## src/rtl/bcd_serial_subtractor_if.sv

```systemverilog
// Handshake and operand/result bundle for the digit-serial BCD subtractor.
// The master issues operands and start; the slave returns status and the difference.
interface bcd_serial_subtractor_if #(
    parameter int unsigned DIGITS = 4
) ();

    logic                  start;
    logic [4*DIGITS-1:0]   A;
    logic [4*DIGITS-1:0]   B;
    logic                  Bin;
    logic                  busy;
    logic                  done;
    logic [4*DIGITS-1:0]   D;
    logic                  Bout;
    logic                  invalid;

    modport master (
        output start,
        output A,
        output B,
        output Bin,
        input  busy,
        input  done,
        input  D,
        input  Bout,
        input  invalid
    );

    modport slave (
        input  start,
        input  A,
        input  B,
        input  Bin,
        output busy,
        output done,
        output D,
        output Bout,
        output invalid
    );

endinterface

```

## src/rtl/bcd_serial_subtractor.sv

```systemverilog
// Digit-serial BCD subtractor D = A - B - Bin, one digit per clock, LSD first,
// with the inter-digit borrow carried in a register between cycles.
module bcd_serial_subtractor #(
    parameter int unsigned DIGITS = 4
) (
    input  logic                   clk,
    input  logic                   rst,
    bcd_serial_subtractor_if.slave bus
);

    localparam int unsigned W    = 4 * DIGITS;
    localparam int unsigned IdxW = (DIGITS > 1) ? $clog2(DIGITS) : 1;
    localparam logic [IdxW-1:0] LastIdx = IdxW'(DIGITS - 1);

    typedef enum logic [1:0] {
        StIdle,
        StRun,
        StDone
    } state_e;

    state_e          state_q, state_d;
    logic [W-1:0]    a_q, a_d;
    logic [W-1:0]    b_q, b_d;
    logic [W-1:0]    d_q, d_d;
    logic [IdxW-1:0] idx_q, idx_d;
    logic            borrow_q, borrow_d;
    logic            bout_q, bout_d;
    logic            invalid_q, invalid_d;

    logic [3:0]      a_dig;
    logic [3:0]      b_dig;
    logic [3:0]      d_dig;
    logic [4:0]      diff;
    logic            dig_borrow;
    logic            bad_operand;

    function automatic logic has_bad_nibble(input logic [W-1:0] v);
        logic bad;
        bad = 1'b0;
        for (int i = 0; i < int'(DIGITS); i++) begin
            if (v[4*i +: 4] > 4'd9) begin
                bad = 1'b1;
            end
        end
        return bad;
    endfunction

    assign bad_operand = has_bad_nibble(bus.A) || has_bad_nibble(bus.B);

    // Single-digit datapath; diff[4] is the sign of a - b - borrow (range -10..9).
    always_comb begin
        a_dig      = a_q[4*idx_q +: 4];
        b_dig      = b_q[4*idx_q +: 4];
        diff       = {1'b0, a_dig} - {1'b0, b_dig} - {4'b0000, borrow_q};
        dig_borrow = diff[4];
        d_dig      = dig_borrow ? (diff[3:0] + 4'd10) : diff[3:0];
    end

    always_comb begin
        state_d   = state_q;
        a_d       = a_q;
        b_d       = b_q;
        d_d       = d_q;
        idx_d     = idx_q;
        borrow_d  = borrow_q;
        bout_d    = bout_q;
        invalid_d = invalid_q;

        case (state_q)
            StIdle: begin
                if (bus.start) begin
                    a_d       = bus.A;
                    b_d       = bus.B;
                    invalid_d = 1'b0;
                    if (bad_operand) begin
                        invalid_d = 1'b1;
                        d_d       = '0;
                        bout_d    = 1'b0;
                        state_d   = StDone;
                    end else begin
                        borrow_d = bus.Bin;
                        idx_d    = '0;
                        state_d  = StRun;
                    end
                end
            end
            StRun: begin
                // Unprocessed digits keep whatever the previous result left there.
                d_d[4*idx_q +: 4] = d_dig;
                borrow_d          = dig_borrow;
                if (idx_q == LastIdx) begin
                    bout_d  = dig_borrow;
                    state_d = StDone;
                end else begin
                    idx_d = idx_q + 1'b1;
                end
            end
            StDone: begin
                state_d = StIdle;
            end
            default: begin
                state_d = StIdle;
            end
        endcase
    end

    always_ff @(posedge clk or posedge rst) begin
        if (rst) begin
            state_q   <= StIdle;
            a_q       <= '0;
            b_q       <= '0;
            d_q       <= '0;
            idx_q     <= '0;
            borrow_q  <= 1'b0;
            bout_q    <= 1'b0;
            invalid_q <= 1'b0;
        end else begin
            state_q   <= state_d;
            a_q       <= a_d;
            b_q       <= b_d;
            d_q       <= d_d;
            idx_q     <= idx_d;
            borrow_q  <= borrow_d;
            bout_q    <= bout_d;
            invalid_q <= invalid_d;
        end
    end

    assign bus.busy    = (state_q == StRun);
    assign bus.done    = (state_q == StDone);
    assign bus.D       = d_q;
    assign bus.Bout    = bout_q;
    assign bus.invalid = invalid_q;

endmodule

```

## src/flat_wrapper.sv

```systemverilog
// flat-port wrapper written by rule: the top's interface ports become plain ports
module bcd_serial_subtractor_flat 
#(
    parameter int unsigned DIGITS = 4
)
  (clk, rst, bus_start, bus_A, bus_B, bus_Bin, bus_busy, bus_done, bus_D, bus_Bout, bus_invalid);
  bcd_serial_subtractor_if #(.DIGITS(DIGITS)) bus_i ();
  input  logic clk;
  input  logic rst;
  input wire logic [$bits(bus_i.start)-1:0] bus_start;
  input wire logic [$bits(bus_i.A)-1:0] bus_A;
  input wire logic [$bits(bus_i.B)-1:0] bus_B;
  input wire logic [$bits(bus_i.Bin)-1:0] bus_Bin;
  output wire logic [$bits(bus_i.busy)-1:0] bus_busy;
  output wire logic [$bits(bus_i.done)-1:0] bus_done;
  output wire logic [$bits(bus_i.D)-1:0] bus_D;
  output wire logic [$bits(bus_i.Bout)-1:0] bus_Bout;
  output wire logic [$bits(bus_i.invalid)-1:0] bus_invalid;
  assign bus_i.start = bus_start;
  assign bus_i.A = bus_A;
  assign bus_i.B = bus_B;
  assign bus_i.Bin = bus_Bin;
  assign bus_busy = bus_i.busy;
  assign bus_done = bus_i.done;
  assign bus_D = bus_i.D;
  assign bus_Bout = bus_i.Bout;
  assign bus_invalid = bus_i.invalid;
  bcd_serial_subtractor #(.DIGITS(DIGITS)) u_core (.clk(clk), .rst(rst), .bus(bus_i));
endmodule
```

## config.mk

```make
export PLATFORM = sky130hd
export DESIGN_NAME = bcd_serial_subtractor_flat
export DESIGN_NICKNAME = d
export VERILOG_FILES = /design/src/rtl/bcd_serial_subtractor_if.sv /design/src/rtl/bcd_serial_subtractor.sv /design/src/flat_wrapper.sv
export SDC_FILE = /design/constraint.sdc
export NUM_CORES = 1
export LEC_CHECK = 0
export ABC_AREA = 1
export CAP_MARGIN = 20
export CELL_PAD_IN_SITES_DETAIL_PLACEMENT = 1
export CELL_PAD_IN_SITES_GLOBAL_PLACEMENT = 1
export CORE_ASPECT_RATIO = 0.5
export CORE_UTILIZATION = 34
export CTS_BUF_LIST = sky130_fd_sc_hd__clkbuf_16
export DETAILED_ROUTE_END_ITERATION = 8
export PLACE_DENSITY = 0.8
export RECOVER_POWER = 100
export REMOVE_ABC_BUFFERS = 1
export SLEW_MARGIN = 10
export SYNTH_ARGS = -nofsm -noshare
export SYNTH_HDL_FRONTEND = slang
export SYNTH_SLANG_ARGS = --single-unit
```

## constraint.sdc

```tcl
create_clock -name clk -period 2.6 [get_ports clk]
set_input_delay 0.26 -clock clk [delete_from_list [all_inputs] [get_ports clk]]
set_output_delay 0.26 -clock clk [all_outputs]
set_load 0.01 [all_outputs]
```

==> impl_metrics.env, run 1 <==
export IMPL_outcome="finished, violations left"
export IMPL_violations="negative setup slack"
export IMPL_syn_area_sq_um=2880
export IMPL_synth_compound_area_share_pct=10.5
export IMPL_fillers=982
export IMPL_slew_violations=0
export IMPL_vdd_drop_max_v=0.000551
export IMPL_path_clk_slew_ps=70
export IMPL_antenna_found_initial=0
export IMPL_synth_mux_area_share_pct=0
export IMPL_worst_pin_slew_ps=1410
export IMPL_h_tree_depth=2
export IMPL_power_leakage_nw=1.95
export IMPL_synth_seq_cells=55
export IMPL_synth_xor_area_share_pct=0.305
export IMPL_hold_class="register to register"
export IMPL_crit_start="u_core.idx_q[0]$_DFFE_PP0P_"
export IMPL_timing_rr_start="u_core.idx_q[0]$_DFFE_PP0P_"
export IMPL_clock_sinks=55
export IMPL_fin_util_pct=48.4
export IMPL_pre_cts_ws_ps=-210
export IMPL_die_h_um=67.0
export IMPL_min_from="u_core.a_q[10]$_DFFE_PP0P_"
export IMPL_r2r_end="u_core.bus.D[7]$_DFFE_PP0P_"
export IMPL_layout_drive_gt1_share_pct=18.1
export IMPL_fin_crit_ps=2630
export IMPL_critPathMaxFanout=7
export IMPL_regArea_sq_um=1380
export IMPL_num_vias=2584
export IMPL_grt_pass1_vias=2686
export IMPL_arrival_ps=2870
export IMPL_finalCritPeriodShare_pct=101
export IMPL_avgSynthCellArea_sq_um=8.03
export IMPL_drc=0
export IMPL_grt_pass1_wl_um=13100
export IMPL_syn_inst=358
export IMPL_crit_type="register to register"
export IMPL_endpoint_kind="register"
export IMPL_drt_total_wl_um=7830
export IMPL_synth_distinct_cells=31
export IMPL_yosysWarnings=0
export IMPL_dr_pass1_iters=4
export IMPL_gp_congestion=0.836
export IMPL_r2r_cells=17
export IMPL_grt_max_degree=56
export IMPL_synth_top_family_by_area="simple AND/OR/NAND/NOR gates"
export IMPL_p_total_mw=4.04
export IMPL_grt_overflow=0
export IMPL_setup_viol=5
export IMPL_nets=473
export IMPL_rsz0062_at_grt="yes"
export IMPL_cp_start_kind="register"
export IMPL_fin_worst_skew_ps=6.50
export IMPL_rows=23
export IMPL_holdWs_ps=477
export IMPL_io_pins=56
export IMPL_syn_to_final_growth_pct=36.2
export IMPL_final_area_sq_um=3920
export IMPL_drv_cap=0
export IMPL_r2r_setup_slack_ps=-30
export IMPL_cts_tree="built"
export IMPL_start_util_pct=35.6
export IMPL_setup_ws_ps=-30.3
export IMPL_die_w_um=132
export IMPL_numCtsBuffers=5
export IMPL_drt_iter0_drc=79
export IMPL_coreArea_sq_um=8090
export IMPL_portBuffers=55
export IMPL_root_buffer="clkbuf_16"
export IMPL_hold_depth=2
export IMPL_place_area_sq_um=3630
export IMPL_powerDensity_nw_per_um2=1030
export IMPL_synth_fa_ha_area_share_pct=5.31
export IMPL_multiInputGateArea_sq_um=1380
export IMPL_clock_fmax_ghz=0.380
export IMPL_yosysSeqAreaShare_pct=47.9
export IMPL_clock_latency_ps=300
export IMPL_yosys_area_share_simple_pct=28.2
export IMPL_wl_per_cell_um=14.6
export IMPL_finalHoldViolations=0
export IMPL_ant_nets=0
export IMPL_vias_per_cell=4.80
export IMPL_track_usage_pct=19.2
export IMPL_dieArea_sq_um=8850
export IMPL_slew_headroom_pct=5.80
export IMPL_hold_path_end="u_core.a_q[10]$_DFFE_PP0P_"
export IMPL_cp_required_ps=2840
export IMPL_dpl_hpwl_um=5720
export IMPL_clock_path_buffers=2
export IMPL_antenna_cells=0
[layout make-up]
cell class / count / area share [%]
clock buffers: 5 / 3.20
multi-input cells: 250 / 35.2
inverters: 41 / 4.09
well taps: 112 / 3.58
clock inverters: 2 / 0.863
flip-flops and latches: 55 / 35.2
repair buffers: 73 / 17.8
[worst max-delay path: stages, from the launching register on]
cell and delay (ps):
dfrtp_2 490, o21ai_1 190, o22ai_2 110, fa_2 420, fa_2 390, inv_2 70
nand2_2 60, nand2_2 80, nand2_2 50, nand2_2 80, nand2_4 80, nand2_2 70
nand2_2 50, nand2_1 50, nand2_1 60, nand2_2 110, nand4_1 110, nand2_1 80
[what timing repair did]
| action | in CTS | in global routing |
|---|---|---|
| gates resized for setup | 27 | 21 |
| setup endpoints to repair | 14 | 13 |
| hold buffers | 0 | 0 |
| buffers inserted | 1 | 1 |
| pin swaps | 11 | 13 |
[power breakdown]
group	internal (mW)	switching (mW)	total, mW
Combinational	0.954	1.29	2.25
Sequential	0.962	0.0799	1.04
Clock	0.446	0.309	0.756
[how the worst max path moves through the flow]
| stage | end | depth (start not counted) |
|---|---|---|
| 2_1_floorplan | u_core.bus.D[15]$_DFFE_PP0P_ | 16 |
| 6_report | u_core.bus.D[7]$_DFFE_PP0P_ | 17 |
| 3_5_place_dp | u_core.bus.D[14]$_DFFE_PP0P_ | 18 |
| 5_1_grt | u_core.bus.D[7]$_DFFE_PP0P_ | 18 |
| 4_1_cts | u_core.bus.D[7]$_DFFE_PP0P_ | 17 |
| 3_3_place_gp | u_core.bus.D[14]$_DFFE_PP0P_ | 18 |
[flip-flops by register name (all words and copies together) (netlist names)]
name	flops
u_core.b_q	16
u_core.bus.invalid	1
u_core.bus.Bout	1
u_core.borrow_q	1
u_core.bus.D	16
u_core.idx_q	2
u_core.a_q	16
u_core.state_q	2
[logic make-up after synthesis]
group                      Yosys count
buffers and inverters               53
AOI/OAI and AO/OA                   54
DFF                                 55
xor gates and xnor gates             1
and+or+nand+nor                    184
adders and majority gates           11
[metal layers]
| layer | routed length [um] | global-route usage (%) | share of wire, % |
|---|---|---|---|
| met3 | 195 | 3.42 | 2.5 |
| met2 | 3770 | 33.5 | 48 |
| met4 | 79 | 5.38 | 1.0 |
| met1 | 3790 | 24.7 | 48 |
| met5 | 0 | 0 | 0 |
[placed cells by master (no fill, tap or decap), types with 2 or more instances in the layout]
cell	synthesis	layout
nand2_1	119	109
dfrtp_1	55	53
clkdlybuf4s50_1	0	35
inv_1	35	32
o21ai_0	36	28
nand3_1	27	25
dlygate4sd3_1	0	20
nand2_2	7	16
nor2_1	19	15
buf_4	0	12
inv_2	4	7
o21ai_1	3	7
ha_1	9	7
a21oi_1	6	6
nand3_2	3	5
o21ai_2	1	5
clkbuf_16	0	5
nor2_4	1	3
nand4_1	3	3
nor2_2	1	3
buf_6	1	3
nand2_4	1	2
a21oi_2	2	2
o22ai_1	3	2
a32o_1	2	2
fa_2	0	2
dfrtp_2	0	2
[synthesized netlist by cell type]
cell,instances,area (sq um)
nand2_4,1,11.3
fa_1,2,40.0
nand3_1,27,135
a32o_1,2,20.0
o2111a_1,1,11.3
clkinv_2,1,5.00
inv_2,4,15.0
nand2_1,119,447
and2_1,1,6.26
buf_8,1,15.0
nor4_4,1,21.3
nor2_2,1,6.26
o21ai_0,36,180
a21oi_1,6,30.0
o22ai_1,3,18.8
clkbuf_1,10,37.5
o21ai_2,1,8.76
inv_6,1,8.76
nand4_1,3,18.8
nor2_4,1,11.3
a21oi_2,2,17.5
nor2_1,19,71.3
inv_1,35,131
nand3_2,3,30.0
xnor2_1,1,8.76
nor3_2,1,10.0
o21ai_1,3,15.0
dfrtp_1,55,1380
nand2_2,7,43.8
buf_6,1,11.3
ha_1,9,113
[stage by stage]
step | TNS, ps | cells
after CTS | -168 | 537
after global routing | -1150 | 538
final | -86.8 | 538
after floorplan | -2640 | 346
after detailed placement | -1840 | 529
after global placement | -226 | 529
Power figures use the tool's default switching activity.
==> run 2: changes to the inputs <==
--- a/config.mk
+++ b/config.mk
@@ -10,10 +10,10 @@
 export CELL_PAD_IN_SITES_DETAIL_PLACEMENT = 1
 export CELL_PAD_IN_SITES_GLOBAL_PLACEMENT = 1
 export CORE_ASPECT_RATIO = 0.5
-export CORE_UTILIZATION = 34
+export CORE_UTILIZATION = 38
 export CTS_BUF_LIST = sky130_fd_sc_hd__clkbuf_16
 export DETAILED_ROUTE_END_ITERATION = 8
-export PLACE_DENSITY = 0.8
+export PLACE_DENSITY = 0.85
 export RECOVER_POWER = 100
 export REMOVE_ABC_BUFFERS = 1
 export SLEW_MARGIN = 10
==> constraint.sdc (replaced) <==
create_clock -name clk -period 2.55 [get_ports clk]
set_input_delay 0.255 -clock clk [delete_from_list [all_inputs] [get_ports clk]]
set_output_delay 0.255 -clock clk [all_outputs]
set_load 0.01 [all_outputs]
==> impl_metrics.env, run 2 (same netlist as run 1, synthesis figures left out) <==
export IMPL_num_vias=2716
export IMPL_crit_chain="inv_6, o21ai_2, o22ai_2, fa_2, fa_2, inv_2, nand2_2, nand2_2, ha_2, inv_2, nand2_2, nand2_2, nand2_1, nand2_2, nand2_4, nand4_1, nand2_1"
export IMPL_coreArea_sq_um=6990
export IMPL_finalCritPeriodShare_pct=108
export IMPL_drc=4
export IMPL_gp_congestion=0.844
export IMPL_rows=21
export IMPL_setup_ws_ps=-196
export IMPL_nets=470
export IMPL_cts_tree="built"
export IMPL_setup_viol=14
export IMPL_hold_class="register to register"
export IMPL_cp_slowest_cell="dfrtp_2"
export IMPL_hold_buffers=0
export IMPL_endpoint_kind="register"
export IMPL_io_pins=56
export IMPL_clock_latency_ps=300
export IMPL_p_total_mw=4.47
export IMPL_violations="design-rule violations, negative setup slack"
export IMPL_grt_pass1_vias=2927
export IMPL_grt_pass1_wl_um=14700
export IMPL_final_common_cell="nand2_1"
export IMPL_place_area_sq_um=3590
export IMPL_syn_to_final_growth_pct=34.9
export IMPL_antenna_cells=0
export IMPL_vdd_drop_max_v=0.000460
export IMPL_power_leakage_nw=1.95
export IMPL_dp_cells=507
export IMPL_slew_violations=0
export IMPL_layout_drive_gt1_share_pct=17.2
export IMPL_final_area_sq_um=3880
export IMPL_h_tree_depth=2
export IMPL_fin_worst_skew_ps=6.15
export IMPL_max_stage_delay_ps=500
export IMPL_ant_nets=0
export IMPL_holdWs_ps=484
export IMPL_rsz0062_at_grt="yes"
export IMPL_clock_sinks=55
export IMPL_dpl_hpwl_um=6200
export IMPL_start_util_pct=41.1
export IMPL_seqPwrFrac_pct=24.0
export IMPL_pre_cts_ws_ps=-296
export IMPL_p_sw_mw=1.93
export IMPL_arrival_ps=2990
export IMPL_cpMostUsedCell="nand2_2"
export IMPL_drt_iter0_drc=200
export IMPL_die_h_um=63.5
export IMPL_final_cell_mix="nand2_1, dfrtp_1, clkdlybuf4s50_1"
export IMPL_powerDensity_nw_per_um2=1150
export IMPL_dr_pass1_iters=6
export IMPL_fin_setup_tns_ps=-1590
export IMPL_track_usage_pct=24.2
export IMPL_pwr_share_comb_pct=55.9
export IMPL_internal_power_mw=2.55
export IMPL_fillers=848
export IMPL_cp_start_kind="register"
export IMPL_portBuffers=55
export IMPL_drt_total_wl_um=9230
export IMPL_antenna_found_initial=0
export IMPL_cp_required_ps=2790
export IMPL_finalHoldViolations=0
export IMPL_clock_path_buffers=2
export IMPL_grt_max_degree=45
export IMPL_worst_pin_slew_ps=1200
export IMPL_dieArea_sq_um=7940
export IMPL_netSwitchingFraction_pct=43.1
export IMPL_root_buffer="clkbuf_16"
export IMPL_path_clk_slew_ps=80
export IMPL_vias_per_cell=5.26
export IMPL_fin_cells=516
export IMPL_crit_type="register to register"
export IMPL_fin_crit_ps=2750
export IMPL_fin_util_pct=55.5
export IMPL_numCtsBuffers=5
export IMPL_r2r_cells=17
export IMPL_grt_overflow=0
export IMPL_wl_per_cell_um=17.9
export IMPL_hold_depth=2
export IMPL_slew_headroom_pct=20.2
export IMPL_drv_cap=0
export IMPL_die_w_um=125
export IMPL_outcome="finished, violations left"
export IMPL_clock_fmax_ghz=0.364
export IMPL_critPathMaxFanout=7
export IMPL_clkPwrFrac_pct=20.1
## run 2: metal layers
metal	track usage, %	wire length (um)	up-vias
li1	-	-	1274
met2	43.9	4700	89
met3	4.42	390	28
met5	0	0	-
met1	28.3	3870	1325
met4	10.8	274	0
## run 2: what timing repair did
action	CTS	global route
buffers inserted	0	1
pin swaps	6	5
endpoints found under the setup margin	14	14
gates resized for setup	31	15
## run 2: final timing paths
| kind | from | to | slack (ps) |
|---|---|---|---|
| setup / recovery | u_core.idx_q[0]$_DFFE_PP0P_ | u_core.bus.D[7]$_DFFE_PP0P_ | -200 |
| hold / removal | u_core.a_q[13]$_DFFE_PP0P_ | u_core.a_q[13]$_DFFE_PP0P_ | 480 |
| setup reg to reg | u_core.idx_q[0]$_DFFE_PP0P_ | u_core.bus.D[7]$_DFFE_PP0P_ | -200 |
| hold reg to reg | u_core.a_q[13]$_DFFE_PP0P_ | u_core.a_q[13]$_DFFE_PP0P_ | 480 |
| max in group asynchronous | rst | u_core.a_q[1]$_DFFE_PP0P_ | 580 |
| min in group asynchronous | rst | u_core.bus.D[4]$_DFFE_PP0P_ | 590 |
## run 2: critical path: cells and delay by family, from the launching register on
kind            cells  cell delay (ps)
flops               1              500
buf+inv             3              200
simple gates        9              740
fa+ha+maj           3              990
compound gates      2              250
## run 2: final cells by class
class                   instances  area, sq um  area share, %
multi-input cells             250         1360           34.9
well taps                      92          115           2.97
inverters                      41          160           4.13
repair buffers                 70          677           17.5
flip-flops and latches         55         1380           35.5
clock inverters                 3         67.6           1.74
clock buffers                   5          125           3.23
## run 2: power groups by stage
stage / sequential [mW] / combinational (mW) / clock, mW
final: 1.07 / 2.50 / 0.900
after floorplan: 1.08 / 1.08 / 0
after global placement: 1.07 / 1.74 / 0
after global routing: 1.09 / 2.69 / 0.944
after detailed placement: 1.08 / 1.89 / 0
after CTS: 1.07 / 2.17 / 0.915
